## src/rtl/count_seq_ctrl.sv

```systemverilog
// Sequencing controller for the 4-bit up counter: programmable period timer with
// start/pause/resume/stop, one-shot or auto-reload. Optional prescaler via CTRL_PRESCALE_EN.
module count_seq_ctrl #(
  parameter int unsigned WIDTH          = 4,
  parameter int unsigned DEFAULT_PERIOD = 9,
  parameter int unsigned PRESCALE       = 4
) (
  input  logic             clk,
  input  logic             reset,
  input  logic             start,
  input  logic             stop,
  input  logic             mode,
  input  logic             cfg_valid,
  input  logic [WIDTH-1:0] cfg_period,
  output logic             cfg_ready,
  output logic [WIDTH-1:0] count,
  output logic             busy,
  output logic             tc,
  output logic             done
);

  typedef enum logic [1:0] {StIdle, StRun, StHold, StDone} state_e;

  state_e           state_q, state_d;
  logic [WIDTH-1:0] count_q, count_d;
  logic [WIDTH-1:0] period_q, period_d;
  // Terminal value of the current run; latched on start so a concurrent cfg write waits.
  logic [WIDTH-1:0] term_q, term_d;
  logic             mode_q, mode_d;
  logic             tc_q, tc_d;
  logic             done_q, done_d;
  logic             step;
  logic             launch;

  assign launch = ((state_q == StIdle) || (state_q == StDone)) && start && !stop;

`ifdef CTRL_PRESCALE_EN
  localparam int unsigned PscW = (PRESCALE > 1) ? $clog2(PRESCALE) : 1;

  logic [PscW-1:0] psc_q, psc_d;

  assign step = (state_q == StRun) && (psc_q == PscW'(PRESCALE - 1));

  always_comb begin
    psc_d = psc_q;
    if (launch) begin
      psc_d = '0;
    end else if (state_q == StRun && !stop) begin
      psc_d = step ? '0 : psc_q + 1'b1;
    end else if (state_q == StHold && stop) begin
      psc_d = '0;
    end
  end

  always_ff @(posedge clk) begin
    if (reset) begin
      psc_q <= '0;
    end else begin
      psc_q <= psc_d;
    end
  end
`else
  assign step = (state_q == StRun);
`endif

  always_comb begin
    state_d  = state_q;
    count_d  = count_q;
    period_d = period_q;
    term_d   = term_q;
    mode_d   = mode_q;
    tc_d     = 1'b0;
    done_d   = done_q;

    if (cfg_valid && cfg_ready) begin
      period_d = cfg_period;
    end

    unique case (state_q)
      StIdle, StDone: begin
        if (launch) begin
          state_d = StRun;
          count_d = '0;
          mode_d  = mode;
          term_d  = period_q;
          done_d  = 1'b0;
        end
      end
      StRun: begin
        if (stop) begin
          state_d = StHold;
        end else if (step) begin
          if (count_q == term_q) begin
            tc_d = 1'b1;
            if (mode_q) begin
              count_d = '0;
            end else begin
              // One-shot: count stays parked at the terminal value.
              state_d = StDone;
              done_d  = 1'b1;
            end
          end else begin
            count_d = count_q + 1'b1;
          end
        end
      end
      StHold: begin
        if (stop) begin
          state_d = StIdle;
          count_d = '0;
        end else if (start) begin
          state_d = StRun;
        end
      end
      default: state_d = StIdle;
    endcase
  end

  always_ff @(posedge clk) begin
    if (reset) begin
      state_q  <= StIdle;
      count_q  <= '0;
      period_q <= WIDTH'(DEFAULT_PERIOD);
      term_q   <= WIDTH'(DEFAULT_PERIOD);
      mode_q   <= 1'b0;
      tc_q     <= 1'b0;
      done_q   <= 1'b0;
    end else begin
      state_q  <= state_d;
      count_q  <= count_d;
      period_q <= period_d;
      term_q   <= term_d;
      mode_q   <= mode_d;
      tc_q     <= tc_d;
      done_q   <= done_d;
    end
  end

  assign count     = count_q;
  assign tc        = tc_q;
  assign done      = done_q;
  assign busy      = (state_q == StRun) || (state_q == StHold);
  assign cfg_ready = (state_q == StIdle) || (state_q == StDone);

endmodule
```

## config.mk

```make
export PLATFORM = sky130hd
export DESIGN_NAME = count_seq_ctrl
export DESIGN_NICKNAME = d
export VERILOG_FILES = /design/src/rtl/count_seq_ctrl.sv
export SDC_FILE = /design/constraint.sdc
export NUM_CORES = 1
export LEC_CHECK = 0
export ABC_AREA = 1
export CAP_MARGIN = 20
export CORE_AREA = 3 3 50 52
export DETAILED_ROUTE_END_ITERATION = 8
export DIE_AREA = 0 0 53 55
export PLACE_DENSITY = 0.69
export SLEW_MARGIN = 5
export SYNTH_ARGS = -nofsm -noshare
export SYNTH_HDL_FRONTEND = slang
export SYNTH_SLANG_ARGS = --single-unit
```

## constraint.sdc

```tcl
create_clock -name clk -period 1.41 [get_ports clk]
set_input_delay 0.2115 -clock clk [delete_from_list [all_inputs] [get_ports clk]]
set_output_delay 0.2115 -clock clk [all_outputs]
set_load 0.01 [all_outputs]
```

# After elaboration in Yosys (flattened, before gate mapping)
# Cells that the tools add are included.
[word_totals] elab_cells=55 output_inout_bits=8 ff_bits=17
[op_classes] bitwise_logic=1 add_sub_neg=1 n_mux=19 n_eq_ne=13 reduce_logical=14
[op_table] cell="two-way mux 4 bit" count=5
[op_table] cell="two-way mux 2 bit" count=6
[op_table] cell="case mux 4 bit (3 select lines)" count=1
[op_table] cell="inequality test 3 bit (second input constant)" count=3
[op_table] cell="inequality test 2 bit (second input constant)" count=4
[op_table] cell="AND reduction 4 bit" count=2
[op_table] cell="case mux 2 bit (3 select lines)" count=1
[op_table] cell="two-way mux 1 bit" count=5
[op_table] cell="AND reduction 5 bit" count=1
[op_table] cell="adder 4 x 1 -> 4 bit (second input constant)" count=1
[op_table] cell="== test 2 bit (second input constant)" count=2
[op_table] cell="== test 4 bit" count=1
[op_table] cell="logical AND 1 bit" count=3
[op_table] cell="inequality test 3 x 2 -> 1 bit (second input constant)" count=1
[op_table] cell="OR reduction 3 bit" count=1
[op_table] cell="== test 2 x 1 -> 1 bit (second input constant)" count=1
[op_table] cell="zero test 2 bit" count=1
[op_table] cell="logical OR 1 bit" count=2
[op_table] cell="inequality test 2 x 1 -> 1 bit (second input constant)" count=1
[op_table] cell="case mux 1 bit (2 select lines)" count=1
[op_table] cell="AND reduction 2 bit" count=1
[op_table] cell="nonzero test 2 bit" count=1
[op_table] cell="OR reduction 2 bit" count=1
[op_table] cell="zero test 1 bit" count=1
[op_table] cell="inverter 1 bit" count=1

# Depth between registers and ports, before layout
[logic_depth] word_depth=6 depth_mapped=10 ltp_nobuf=10

# Worst setup path before layout
# No wires, ideal clock.
[synth_path] kind="reg2reg" start="register state_q[0]" end="register count_q[0], in the netlist count[0]" path_slack_ps=-174 t_arrival_ps=1470 path_stages_with_launch=10 setup_time_ps=114 period_less_slack_ps=1584 path_buffers=0 path_cell_list="dfxtp_1 > inv_1 > ha_1 > nand3_4 > nand2_1 > nand2_2 > nor2_4 > nand2_4 > a21oi_1 > nor2_1"
[synth_between] elab_chain_len=6
[synth_rtl] item="from (decl)" line="24" text="state_e state_q, state_d;"
[synth_rtl] item="from (signal assigned)" line="121" text="state_q <= StIdle;"
[synth_rtl] item="from (signal assigned)" line="129" text="state_q <= state_d;"
[synth_rtl] item="== test 2 bit or zero test 2 bit (tied branches)"
[synth_rtl] item="logical OR 1 bit *"
[synth_rtl] item="named net cfg_ready" line="15" text="output logic cfg_ready,"
[synth_rtl] item="logical AND 1 bit * (2 in series)" line="35" text="assign launch = ((state_q == StIdle) || (state_q == StDone)) && start && !stop;"
[synth_rtl] item="inequality test 2 bit (no line) *"
[synth_rtl] item="AND reduction 4 bit (no line) *"
[synth_rtl] item="to (signal assigned)" line="130" text="count_q <= count_d;"
[synth_rtl] item="to (decl)" line="25" text="logic [WIDTH-1:0] count_q, count_d;"
# The timed path passes the listed nets; every way through them passes the cells marked *.
# A chain may end at the register's enable or synchronous reset.

# Worst setup path after layout
[layout_path] start="register state_q[0]" end="register count_q[1], in the netlist count[1]"
[layout_between] elab_chain_len=6
[layout_rtl] item="== test 2 bit or zero test 2 bit (tied branches)" line="35, 79"
[layout_rtl] item="logical OR 1 bit" line="35"
[layout_rtl] item="logical AND 1 bit (2 in series)" line="35"
[layout_rtl] item="inequality test 2 bit (no line)"
[layout_rtl] item="AND reduction 4 bit (no line)"
# Parallel ways exist; a longest one is shown, timed or not.

==> results.cfg <==
[status]
outcome = finished, violations left
failed_checks = negative setup slack

[clock_tree]
hold_buffers = 0
h-tree-depth = 1
cts_buffers = 3
cts-root-buf = clkbuf_4
cts_setup_buffers = 0
clock_latency_ps = 290
clkTransAtPathRegs_ps = 100
clkSinkCount = 17
cts_tree = built
clock_path_buffers = 2

[power]
p_sw_uw = 928
clock_power_share_pct = 12.3
power.total_mw = 2.16
peakVddDrop_mv = 0.975
power_leakage_nw = 0.599
internal_power_mw = 1.23
powerDensity_nw_per_um2 = 1800
seqPwrFrac_pct = 32.7
combPwrFrac_pct = 55.1
swShare_pct = 43.0

[synthesis]
async_reset_ff_share_pct = 0
synth-compound-area-share_pct = 11.5
synth_most_common_cell = nand2_1
muxShareOfSynthArea_pct = 0
synthDistinctLibCells = 19
yosysTopAreaCellShare_pct = 38.1
synth-simple-area-share_pct = 34.2
synth_xor_xnor_area_share_pct = 0.980
synth-edff-count = 0
avgSynthCellArea_um2 = 6.87
ys_seq_elements = 17
synth_nets = 144
synth.top_cells.by_count = nand2_1 (37), dfxtp_1 (17), nor2_1 (17), inv_1 (16), a21oi_1 (9)
synth_top_area_cell = dfxtp_1
netlist_area_um2 = 893
synth_top_family_by_area = simple AND/OR/NAND/NOR gates
yosys.area_share.adder_pct = 5.60
synth_warnings = 0
synth_area_leaders = dfxtp_1 (38%), nand2_1 (16%), nor2_1 (7.1%)
netlist_instances = 130
synth_top_flop_cell = dfxtp_1
seq_area_frac_synth_pct = 38.1

[placed_design]
gp_congestion = 0.851
dp_slack_ps = -94.5
place_inst = 182
hpwlAfterDp_mm = 1.43
port-buffer-count = 17

[global_routing]
grt_max_degree = 11
grt_pass1_wl_mm = 3.14
track_usage_pct = 14.9
grt-ovfl-total = 0
grt_antenna_before_repair = 0
grt_pass1_vias = 822

[finish]
syn2layout_area_growth_pct = 34.3
drive_gt1_share_pct = 23.4
utilization_pct = 55.9
multi_input_comb_area_um2 = 497
fill_cells = 213
antenna_cells = 0
num-nets-final = 173
final_cells = 186
regArea_um2 = 348

[timing]
hold_viol = 0
tightest_slew_ps = 250
tns_ps = -4.36
period_minus_slack_ps = 1410
max_clock_freq_mhz = 708
skew_ps = 0.547
finalSetupViolations = 2
rsz0062_at_grt = true
slew_viol_final = 0
min_period_over_period_pct = 100
worst_slack_ps = -2.53
maxSlewHeadroom_pct = 83.2

[worst_hold_path]
min_path_cells = 3
min_path_type = in -> reg
min-delay-start = cfg_period[0]

[route]
first_iter_violations = 9
via_per_inst = 4.62
route.detailed.drc = 0
wirelength_mm = 1.85
ant_nets = 0
dr.pass1.iters = 4
routedWlPerCell_um = 9.92
num_vias = 860

[floorplanning]
dieArea_um2 = 2920
die_x_um = 53
die_y_um = 55
rows = 17
core-area_um2 = 2150
initial_utilization_pct = 41.6
io_pins = 18

[critical_path]
crit_cells = 9
cp_cell_sequence = inv_2 -> ha_4 -> buf_4 -> nand2_2 -> nand2_2 -> nor2_4 -> nand2_4 -> a21oi_2 -> nor2_1
cp_top_family = simple AND/OR/NAND/NOR gates
cp.buffers_inverters = 2
cp-start-kind = flop
path_class = reg -> reg
crit_start = state_q[0]
slowest_stage = dfxtp_2
slowest_delay_ps = 340
rr_worst_depth = 9
r2r_start = state_q[0]
endpoint_kind = flop
worst-path-max-fanout = 7
crit_path_frequent_cell = nand2_2
critPathArrivalTime_ps = 1610
cp.required_ps = 1610

[run]
cap_violations = 0
## worst register-to-register path: cells and delay by family (launching register included)
family          cells  cell delay, ps
buf+inv             2             200
flops               1             340
fa+ha+maj           1             270
simple gates        5             390
compound gates      1             120
## registers in the layout, indices dropped and copies added (netlist names)
register	cells
period_q	4
term_q	4
tc	1
mode_q	1
state_q	2
done	1
count	4
## cell type report
cell class | instances | share of cell area [%]
Clock buffer | 3 | 1.88
Clock inverter | 1 | 0.417
Inverter | 20 | 6.26
Multi-Input combinational cell | 92 | 41.4
Sequential cell | 17 | 29.0
Tap cell | 28 | 2.92
Timing Repair Buffer | 25 | 18.1
## power by group through the flow
stage,clock network (mW),registers (mW),logic [mW]
after floorplan,0,0.724,0.757
after global placement,0,0.706,1.17
after detailed placement,0,0.709,1.20
after CTS,0.271,0.707,1.15
after global routing,0.283,0.723,1.36
final,0.265,0.705,1.19
## cell families after synthesis
logic type / Yosys count
adder cells (fa/ha/maj): 4
buffers and inverters: 21
AO/OA/AOI/OAI: 19
flip-flops: 17
AND/OR/NAND/NOR: 68
XOR/XNOR: 1
## path summary, 6_finish.rpt
| kind | end | slack [ps] |
|---|---|---|
| setup / recovery | count[1] | -3 |
| hold / removal | period_q[0] | 470 |
| setup reg to reg | count[1] | -3 |
| hold reg to reg | term_q[2] | 470 |
## per-layer routing
| layer | vias up | share of wire, % | track usage [%] |
|---|---|---|---|
| met5 | - | 0 | 0 |
| met4 | 0 | 2.2 | 7.66 |
| met3 | 5 | 4.1 | 3.22 |
| met2 | 14 | 50 | 26.2 |
| met1 | 374 | 44 | 16.9 |
| li1 | 467 | - | - |
## layout by cell type (no fill, tap or decap), drive strengths merged
| master | instances |
|---|---|
| dfxtp | 17 |
| ha | 4 |
| xor2 | 1 |
| dlygate4sd2 | 4 |
| o21ai | 7 |
| inv | 20 |
| clkinv | 1 |
| nand3 | 10 |
| buf | 10 |
| o31ai | 1 |
| o211ai | 2 |
| dlymetal6s2s | 1 |
| nor4 | 1 |
| nor2 | 18 |
| clkbuf | 3 |
| a21oi | 9 |
| clkdlybuf4s50 | 10 |
| nand2 | 39 |
## timing repair
action / in CTS / in global routing
hold endpoints to repair: 0 / 0
pin swaps: 3 / 2
setup endpoints to repair: 11 / 8
resized for setup: 19 / 5
## through the flow
step | hold WS (ps) | area (um^2)
global placement | 451 | 1160
finish | 472 | 1200
floorplan | 281 | 907
CTS | 469 | 1190
detailed placement | 459 | 1160
global route | 494 | 1200
No activity file was read; power rests on OpenSTA's default activity.
